**src/rtl/bp_io_packet_arbiter.sv**
```systemverilog
// N-channel wormhole packet arbiter: packet-granular round-robin or fixed-priority
// merge of ready/valid flit streams into one output through a 2-entry buffer.
module bp_io_packet_arbiter #(
  parameter int unsigned num_channels_p = 4,
  parameter int unsigned flit_width_p   = 64,
  parameter int unsigned len_width_p    = 4,
  parameter bit          rr_mode_p      = 1'b1
) (
  input  logic                                   clk_i,
  input  logic                                   reset_i,
  input  logic [num_channels_p*flit_width_p-1:0] data_i,
  input  logic [num_channels_p-1:0]              v_i,
  output logic [num_channels_p-1:0]              ready_o,
  output logic [flit_width_p-1:0]                data_o,
  output logic                                   v_o,
  input  logic                                   ready_i,
  output logic [num_channels_p-1:0]              grant_o,
  output logic                                   busy_o
);

  localparam int unsigned ch_w = (num_channels_p > 1) ? $clog2(num_channels_p) : 1;

  typedef enum logic {IDLE = 1'b0, XFER = 1'b1} state_e;

  state_e                  state_q, state_d;
  logic [len_width_p-1:0]  remaining_q, remaining_d;
  logic [ch_w-1:0]         owner_q, owner_d;
  logic [ch_w-1:0]         ptr_q, ptr_d;

  logic [ch_w-1:0]         winner;
  logic                    winner_v;
  logic [ch_w:0]           idx_sum;
  logic [ch_w-1:0]         idx;
  logic [ch_w-1:0]         sel;
  logic [flit_width_p-1:0] sel_flit;
  logic [len_width_p-1:0]  sel_len;
  logic                    space;
  logic                    accept;
  logic                    pop;

  logic [flit_width_p-1:0] fifo_mem [2];
  logic                    fifo_wr_q;
  logic                    fifo_rd_q;
  logic [1:0]              fifo_cnt_q;

  function automatic logic [ch_w-1:0] next_ptr(input logic [ch_w-1:0] c);
    if (!rr_mode_p) return '0;
    return (c == ch_w'(num_channels_p - 1)) ? '0 : c + ch_w'(1);
  endfunction

  // First requesting channel, searching from the pointer (pointer stays 0 in fixed mode)
  always_comb begin
    winner   = '0;
    winner_v = 1'b0;
    idx_sum  = '0;
    idx      = '0;
    for (int unsigned i = 0; i < num_channels_p; i++) begin
      idx_sum = {1'b0, ptr_q} + (ch_w+1)'(i);
      if (idx_sum >= (ch_w+1)'(num_channels_p)) idx_sum = idx_sum - (ch_w+1)'(num_channels_p);
      idx = idx_sum[ch_w-1:0];
      if (!winner_v && v_i[idx]) begin
        winner   = idx;
        winner_v = 1'b1;
      end
    end
  end

  assign sel      = (state_q == XFER) ? owner_q : winner;
  assign sel_flit = data_i[sel*flit_width_p +: flit_width_p];
  assign sel_len  = sel_flit[len_width_p-1:0];
  assign space    = (fifo_cnt_q != 2'd2);
  assign accept   = |(v_i & ready_o);
  assign pop      = v_o & ready_i;

  always_ff @(posedge clk_i or posedge reset_i) begin
    if (reset_i) begin
      state_q     <= IDLE;
      remaining_q <= '0;
      owner_q     <= '0;
      ptr_q       <= '0;
    end else begin
      state_q     <= state_d;
      remaining_q <= remaining_d;
      owner_q     <= owner_d;
      ptr_q       <= ptr_d;
    end
  end

  always_comb begin
    state_d     = state_q;
    remaining_d = remaining_q;
    owner_d     = owner_q;
    ptr_d       = ptr_q;
    unique case (state_q)
      IDLE: begin
        if (accept) begin
          if (sel_len == '0) begin
            ptr_d = next_ptr(winner);
          end else begin
            state_d     = XFER;
            remaining_d = sel_len;
            owner_d     = winner;
          end
        end
      end
      XFER: begin
        if (accept) begin
          remaining_d = remaining_q - len_width_p'(1);
          if (remaining_q == len_width_p'(1)) begin
            state_d = IDLE;
            ptr_d   = next_ptr(owner_q);
          end
        end
      end
      default: state_d = IDLE;
    endcase
  end

  // Ready is gated by reset so nothing is accepted while reset is held
  always_comb begin
    ready_o = '0;
    grant_o = '0;
    busy_o  = 1'b0;
    unique case (state_q)
      IDLE: begin
        if (winner_v && !reset_i) ready_o[winner] = space;
      end
      XFER: begin
        if (!reset_i) ready_o[owner_q] = space;
        grant_o[owner_q] = 1'b1;
        busy_o           = 1'b1;
      end
      default: ;
    endcase
  end

  always_ff @(posedge clk_i or posedge reset_i) begin
    if (reset_i) begin
      fifo_wr_q  <= 1'b0;
      fifo_rd_q  <= 1'b0;
      fifo_cnt_q <= 2'd0;
    end else begin
      if (accept) fifo_wr_q <= ~fifo_wr_q;
      if (pop)    fifo_rd_q <= ~fifo_rd_q;
      unique case ({accept, pop})
        2'b10:   fifo_cnt_q <= fifo_cnt_q + 2'd1;
        2'b01:   fifo_cnt_q <= fifo_cnt_q - 2'd1;
        default: fifo_cnt_q <= fifo_cnt_q;
      endcase
    end
  end

  always_ff @(posedge clk_i) begin
    if (accept) fifo_mem[fifo_wr_q] <= sel_flit;
  end

  assign data_o = fifo_mem[fifo_rd_q];
  assign v_o    = (fifo_cnt_q != 2'd0);

endmodule

```
**config.mk**
```make
export PLATFORM = sky130hd
export DESIGN_NAME = bp_io_packet_arbiter
export DESIGN_NICKNAME = d
export VERILOG_FILES = /design/src/rtl/bp_io_packet_arbiter.sv
export SDC_FILE = /design/constraint.sdc
export NUM_CORES = 1
export LEC_CHECK = 0
export CORE_AREA = 2 2 132 134
export DETAILED_ROUTE_END_ITERATION = 8
export DIE_AREA = 0 0 134 136
export MAX_ROUTING_LAYER = met4
export PLACE_DENSITY = 0.84
export SLEW_MARGIN = 10
export SYNTH_ARGS = -nofsm -noshare
export SYNTH_HDL_FRONTEND = slang
export SYNTH_SLANG_ARGS = --single-unit
export TNS_END_PERCENT = 50
```
**constraint.sdc**
```tcl
create_clock -name clk_i -period 12.2 [get_ports clk_i]
set_input_delay 1.22 -clock clk_i [delete_from_list [all_inputs] [get_ports clk_i]]
set_output_delay 1.22 -clock clk_i [all_outputs]
set_load 0.05 [all_outputs]
```
==> results by group, run 1 <==
Synth
  • Compound-Gate Fraction of Synth Area: approximately 14%
  • Synthesized net count: 953
  • Mux cell area share after synthesis: 11.43%
  • Main combinational cell family by area after synthesis: simple AND/OR/NAND/NOR gates
  • Post-synth ARST share: 9.220%
  • Xor-xnor portion of the synthesized cell area: 0.5723%
  • Simple-gate share of the synthesized area: 14.18%
  • Cell variety after synth: 50
  • Post-Syn Area: 7652 sq um
  • Post-Synthesis Cells: between 600 and 700
  • Post-synth top flop: edfxtp_1
  • Sequential share of the synthesized area: 54.48%
  • Synth Area per Inst: about 11 sq um
  • Synth Area in Adders: 1.799%
  • Synth warn: 0
  • #FFs+latches synth: approximately 140
  • EDFF count, synth: 128

Setup path
  • Crit. End Element: output pin
  • CP required: 10.98 ns
  • CP startpoint: v_i[2]
  • Worst R2R Setup Slack: 8.05 ns
  • Critical R2R Capture: fifo_mem[0][18]
  • Critical path launch point type: primary input
  • Worst-path maximum fanout: 7
  • Cells on worst reg2reg path: 9
  • Critical path class: primary input to output pin
  • Worst R2R Start: ptr_q[1]
  • Arr. time, crit path: 4.06 ns

Power
  • Leakage: 4.163 nW
  • Net Sw Frac: 45.99%
  • NetSw: 1.537 mW
  • Comb pwr share: 58.9%
  • Clock share of power: approximately 14%
  • Power Density: 284.5 nW/um^2
  • Int Power: 1.805 mW
  • Tot Pwr: 3.342 mW
  • Reg power frac: 26.8%
  • VDD IR max: around 150 uV

Routing
  • Initial DRC count: 296
  • Final wirelength: ~22,000 microns
  • DRC: 0
  • ANT nets after route: 0
  • Wire per inst: 17.88 microns
  • Vias per Instance: approximately 5.3
  • DR pass1 iterations: 5
  • Via count: 6,538

Cells and area
  • Nets: 1,264
  • Register area: 4170 sq um
  • Most common cell after layout, fill and taps aside: clkdlybuf4s50_1
  • Most frequent cells in the layout: clkdlybuf4s50_1, nand2_1, edfxtp_1, mux2_2, a31oi_1
  • Multi-input gate area: roughly 3300 sq um
  • Layout cell share with drive strength beyond 1: around an eighth
  • # fillers: between 1,000 and 1,500
  • Antenna diodes: 0
  • P&R area growth vs syn: 53.52%

Floorplanning
  • DIE AREA: about 18,000 sq um
  • Chip width: roughly 130 microns
  • Core area: 16,880 sq um
  • Die span in y: about 140 microns
  • Row cnt: 48
  • Initial Utilization: 45.34%
  • Top Ports: ~340

Clock network
  • TritonCTS Buffers: 17
  • Clk_lat worst skew: approximately 0.43 ns
  • Max Root-Sink Buffers: 2
  • CTS sink count: 141
  • TritonCTS clock tree: done
  • # H-tree levels: 4
  • Post-CTS setup buffers: 0
  • CTS resizes: 0
  • Root Buffer: clkbuf_16
  • Hold-fix buffers, CTS: 0
  • Clk pin slew, worst setup/hold paths: 0.05 ns

Global route
  • Pin count of the biggest net entering global routing: slightly above 80
  • First-pass GRT wire length: approximately 33,000 microns
  • Total GRT Usage: about a quarter
  • GRT Residual Overflow: 0
  • Vias in the first global route: 6,497
  • Antenna violations before repair: 0

Min path
  • Tightest Hold Check Type: flip-flop to flip-flop
  • Endpoint, Worst Hold: fifo_cnt_q[1]
  • Worst hold path depth: 1
  • Hold_sp: fifo_cnt_q[1]

STA
  • Final WS setup: around 6.9 ns
  • RSZ-0062 raised after global routing: false
  • Hold slack: 0.4898 ns
  • Post-Route Skew: 0.01028 ns
  • Minimum clock period: roughly 5.3 ns
  • Period utilization: 43.26%
  • Final Setup Violations: 0
  • Measured slew at the worst slew-check pin: 1.012 ns
  • Rel. slew slack: 32.42%
  • Slew Viols, Final: 0
  • Final hold vios: 0
  • Max Fclk: 189.5 MHz
  • Final TNS setup: 0 ns

Place
  • Pre-CTS setup slack: 6.777 ns
  • Post-DP HPWL: 16,070 microns
  • Routability cong.: a little under 0.9
  • I/O Buffers: 336

Outcome
  • Status: complete, no violations

Flow run
  • Max cap viols: 0
state kept, by name, indices dropped and copies added, names as in the netlist:
name and count:
fifo_rd_q 1, ptr_q 2, fifo_mem 128, fifo_wr_q 1, remaining_q 4, owner_q 2, state_q 1, fifo_cnt_q 2
metal layers:
metal / vias to the layer above / part of all wire (%) / GRT usage [%]
met4: 0 / 2.3 / 9.515
met5: - / 0 / -
met2: 252 / 52 / 42.54
met1: 3091 / 39 / 27.79
met3: 36 / 6.4 / 5.518
li1: 3159 / - / -
logic make-up (layout without fill, tap and decap cells):
logic type,after synthesis,after routing
buffers and inverters,70,394
AND/OR/NAND/NOR,227,227
XOR/XNOR,5,5
multiplexers,73,73
adder cells (fa/ha/maj),11,11
AO/OA/AOI/OAI,152,152
flip-flops,141,141
metrics by stage:
stage	util [%]	instance area, sq um	cells
3_5_place_dp	66.36	11200	1196
6_report	69.61	11750	1228
3_3_place_gp	66.36	11200	1196
2_1_floorplan	-	7652	679
4_1_cts	69.61	11750	1228
5_1_grt	69.61	11750	1228
cells in the mapped netlist (2+ instances only):
master    count  area, sq um
nand2_1     131        491.7
edfxtp_1    128         3844
mux2_2       65        732.0
a31oi_1      62        387.9
a211oi_1     60        450.4
and2_1       45        281.5
clkbuf_1     45        168.9
and2_0       20        125.1
inv_1        17        63.81
dfrtp_1      13        325.3
ha_1         11        137.6
nor2_1        7        26.28
buf_1         6        22.52
o21ai_0       6        30.03
a21oi_1       5        25.02
mux4_2        5        112.6
nand3_1       4        20.02
nor2b_1       4        25.02
o31ai_1       4        30.03
mux2i_1       3        30.03
nor4_1        3        18.77
xnor2_1       3        26.28
o311ai_1      2        17.52
or3b_2        2        17.52
or4_1         2        15.01
xor2_1        2        17.52
critical path, cell delays in order:
cell             delay, ns
clkdlybuf4s50_1       0.58
or3b_2                0.47
o221ai_2              0.16
clkinv_2              0.22
ha_1                  0.24
nor3b_1               0.13
o21ai_0               0.27
inv_1                 0.07
clkdlybuf4s50_1       0.70
worst max-delay path by stage:
stage / endpoint / cells after the start
finish: ready_o[3] / 9
global route: ready_o[3] / 9
CTS: ready_o[3] / 9
detailed placement: fifo_mem[1][38] / 10
global placement: fifo_mem[1][57] / 10
floorplan: fifo_mem[1][0] / 10
power by group through the flow:
stage	combinational [mW]	clock [mW]	sequential, mW
after floorplan	1.38	0	0.881
after global placement	1.94	0	0.897
after detailed placement	1.97	0	0.908
after CTS	1.98	0.487	0.899
after global routing	2.10	0.504	0.915
final	1.97	0.477	0.897
layout make-up:
class / instances / area share (%)
multi-input cells: 468 / 27.71
clock buffers: 19 / 3.685
inverters: 18 / 0.5858
clock inverters: 13 / 0.9799
flip-flops and latches: 141 / 35.50
repair buffers: 344 / 29.14
well taps: 225 / 2.396
(Power assumes the default switching activity.)
==> run 2, diff against run 1 <==
CORE_AREA = 2 2 144 146   (was 2 2 132 134)
DIE_AREA = 0 0 146 148   (was 0 0 134 136)
PLACE_DENSITY = 0.75   (was 0.84)
clock period = 4.4 ns   (was 12.2 ns; I/O delays follow)
==> results by group, run 2 (synthesized netlist as in run 1, its figures left out) <==
Outcome
  • Status: complete, no violations

Cells and area
  • Top flop regs: fifo_mem (128), remaining_q (4)
  • Layout cell share with drive strength beyond 1: 12.20% (+0.44 points)
  • Nets: 1,269 (+0.40%)
  • P&R area growth vs syn: 56.36%
  • Biggest register: fifo_mem
  • Most frequent cells in the layout: clkdlybuf4s50_1, nand2_1, edfxtp_1, mux2_2, a31oi_1
  • Core Util, Final: 59.71% (-9.9 points)
  • Largest register FFs: 128 (unchanged)
  • Most common cell after layout, fill and taps aside: clkdlybuf4s50_1

Floorplanning
  • Top Ports: 337 (unchanged)
  • Core area: 20,040 sq um (+19%)
  • DIE AREA: 21,610 sq um (+19%)
  • Chip width: 146 microns (+9.0%)
  • Initial Utilization: 38.19% (-7.2 points)
  • Die span in y: 148 microns (+8.8%)
  • Row cnt: 52 (+8.3%)

Clock network
  • TritonCTS clock tree: done
  • Hold-fix buffers, CTS: 0 (unchanged)
  • Root Buffer: clkbuf_16
  • TritonCTS Buffers: 17 (unchanged)
  • Clk_lat worst skew: 0.41 ns (-0.02 ns)
  • Post-CTS setup buffers: 0 (unchanged)
  • Clk pin slew, worst setup/hold paths: 0.06 ns (about the same)
  • CTS sink count: 141 (unchanged)
  • CTS resizes: 0 (unchanged)
  • Max Root-Sink Buffers: 2 (unchanged)
  • # H-tree levels: 4 (unchanged)

Power
  • VDD IR max: 543.8 uV (+270%)
  • Power Density: 795.8 nW/um^2 (+180%)
  • Leakage: 4.243 nW (+1.9%)

STA
  • Measured slew at the worst slew-check pin: 0.9312 ns (-0.08037 ns)
  • RSZ-0062 raised after global routing: false
  • Period utilization: 83.66%
  • Hold slack: 0.3929 ns (-0.09690 ns)
  • Rel. slew slack: 37.92% (+5.5 points)
  • Minimum clock period: 3.681 ns
  • Final Setup Violations: 0 (unchanged)
  • Slew Viols, Final: 0 (unchanged)
  • Max Fclk: 271.7 MHz
  • Final hold vios: 0 (unchanged)
  • Post-Route Skew: 0.006617 ns (-0.003665 ns)

Setup path
  • Critical path launch point type: primary input
  • CP Cell Sequence: clkdlybuf4s50_1 -> or3b_2 -> o221ai_2 -> clkinv_2 -> ha_1 -> nor3b_1 -> o21ai_0 -> inv_1 -> clkdlybuf4s50_1
  • CP required: 3.96 ns (-7.02 ns)
  • Slowest CP cell: clkdlybuf4s50_1
  • Critical path class: primary input to output pin
  • Most used cell, CP: clkdlybuf4s50_1
  • CP startpoint: v_i[2]
  • Worst R2R Start: ptr_q[1]
  • Arr. time, crit path: 3.24 ns (-0.82 ns)
  • Worst-path maximum fanout: 7 (unchanged)
  • CP peak stage delay: 0.70 ns (about the same)
  • Crit. End Element: output pin

Place
  • Post-DP HPWL: 16,310 microns (+1.5%)
  • I/O Buffers: 336 (unchanged)
  • Routability cong.: 0.8520 (-2.9%)

Global route
  • GRT Residual Overflow: 0 (unchanged)
  • Pin count of the biggest net entering global routing: 81 (unchanged)
  • Total GRT Usage: 20.99% (-3.6 points)
  • Vias in the first global route: 6,603 (+1.6%)
  • First-pass GRT wire length: 34,340 microns (+2.7%)
  • Antenna violations before repair: 2 (+2)

Routing
  • DR pass1 iterations: 5 (unchanged)
  • Wire per inst: 17.45 microns (-2.4%)
  • Via count: 6,580 (+0.64%)
  • Final wirelength: 22,340 microns (+1.8%)
  • Vias per Instance: 5.141 (-3.4%)
  • ANT nets after route: 0 (unchanged)
  • DRC: 0 (unchanged)
  • Initial DRC count: 270 (-8.8%)

Min path
  • Tightest Hold Check Type: primary input to async pin

Flow run
  • Max cap viols: 0 (unchanged)
run 2: critical path, delay by kind of cell:
kind	cells	cell delay (ns)
simple gates	2	0.61
buf+inv	4	1.55
compound gates	2	0.40
fa+ha+maj	1	0.24
run 2: path summary, 6_finish.rpt:
check / endpoint / slack (ns) / depth (start not counted)
setup / recovery: ready_o[3] / 0.72 / 9
hold / removal: fifo_cnt_q[0] / 0.39 / 2
setup reg to reg: ptr_q[1] / 0.81 / 8
hold reg to reg: fifo_cnt_q[1] / 0.48 / 1
max in group asynchronous: fifo_rd_q / 3.61 / 2
min in group clk_i: fifo_cnt_q[1] / 0.48 / 1
run 2: power by group:
part           switching (mW)  total [mW]  internal (mW)
registers               0.251        2.55           2.29
logic                    3.44        5.41           1.97
clock network           0.511        1.56           1.05
total                    4.20        9.52           5.32
run 2: through the flow:
stage,total power [mW],worst slack (ns),setup TNS (ns),instances,instance area (sq um)
floorplan,6.268,-1.004,-64.28,679,7655
global placement,7.909,0.3910,0,1246,11310
detailed placement,8.011,0.3499,0,1246,11310
CTS,9.617,0.7158,0,1278,11960
global route,10.08,0.5773,0,1280,11970
finish,9.522,0.7191,0,1280,11970
run 2: final cells by class:
cell class | instances | area, sq um
Multi-Input combinational cell | 468 | 3256
Inverter | 18 | 68.82
Sequential cell | 141 | 4173
Clock inverter | 14 | 222.7
Clock buffer | 18 | 429.2
Antenna cell | 2 | 5.005
Tap cell | 270 | 337.8
Fill cell | 1706 | 8074
Timing Repair Buffer | 349 | 3473
run 2: layer usage:
layer | global-route usage [%] | vias to the layer above | routed length (microns)
met5 | - | - | 0
met4 | 7.476 | 0 | 493
met1 | 23.78 | 3102 | 9003
met3 | 5.216 | 34 | 1490
met2 | 36.32 | 270 | 11350
li1 | - | 3174 | -
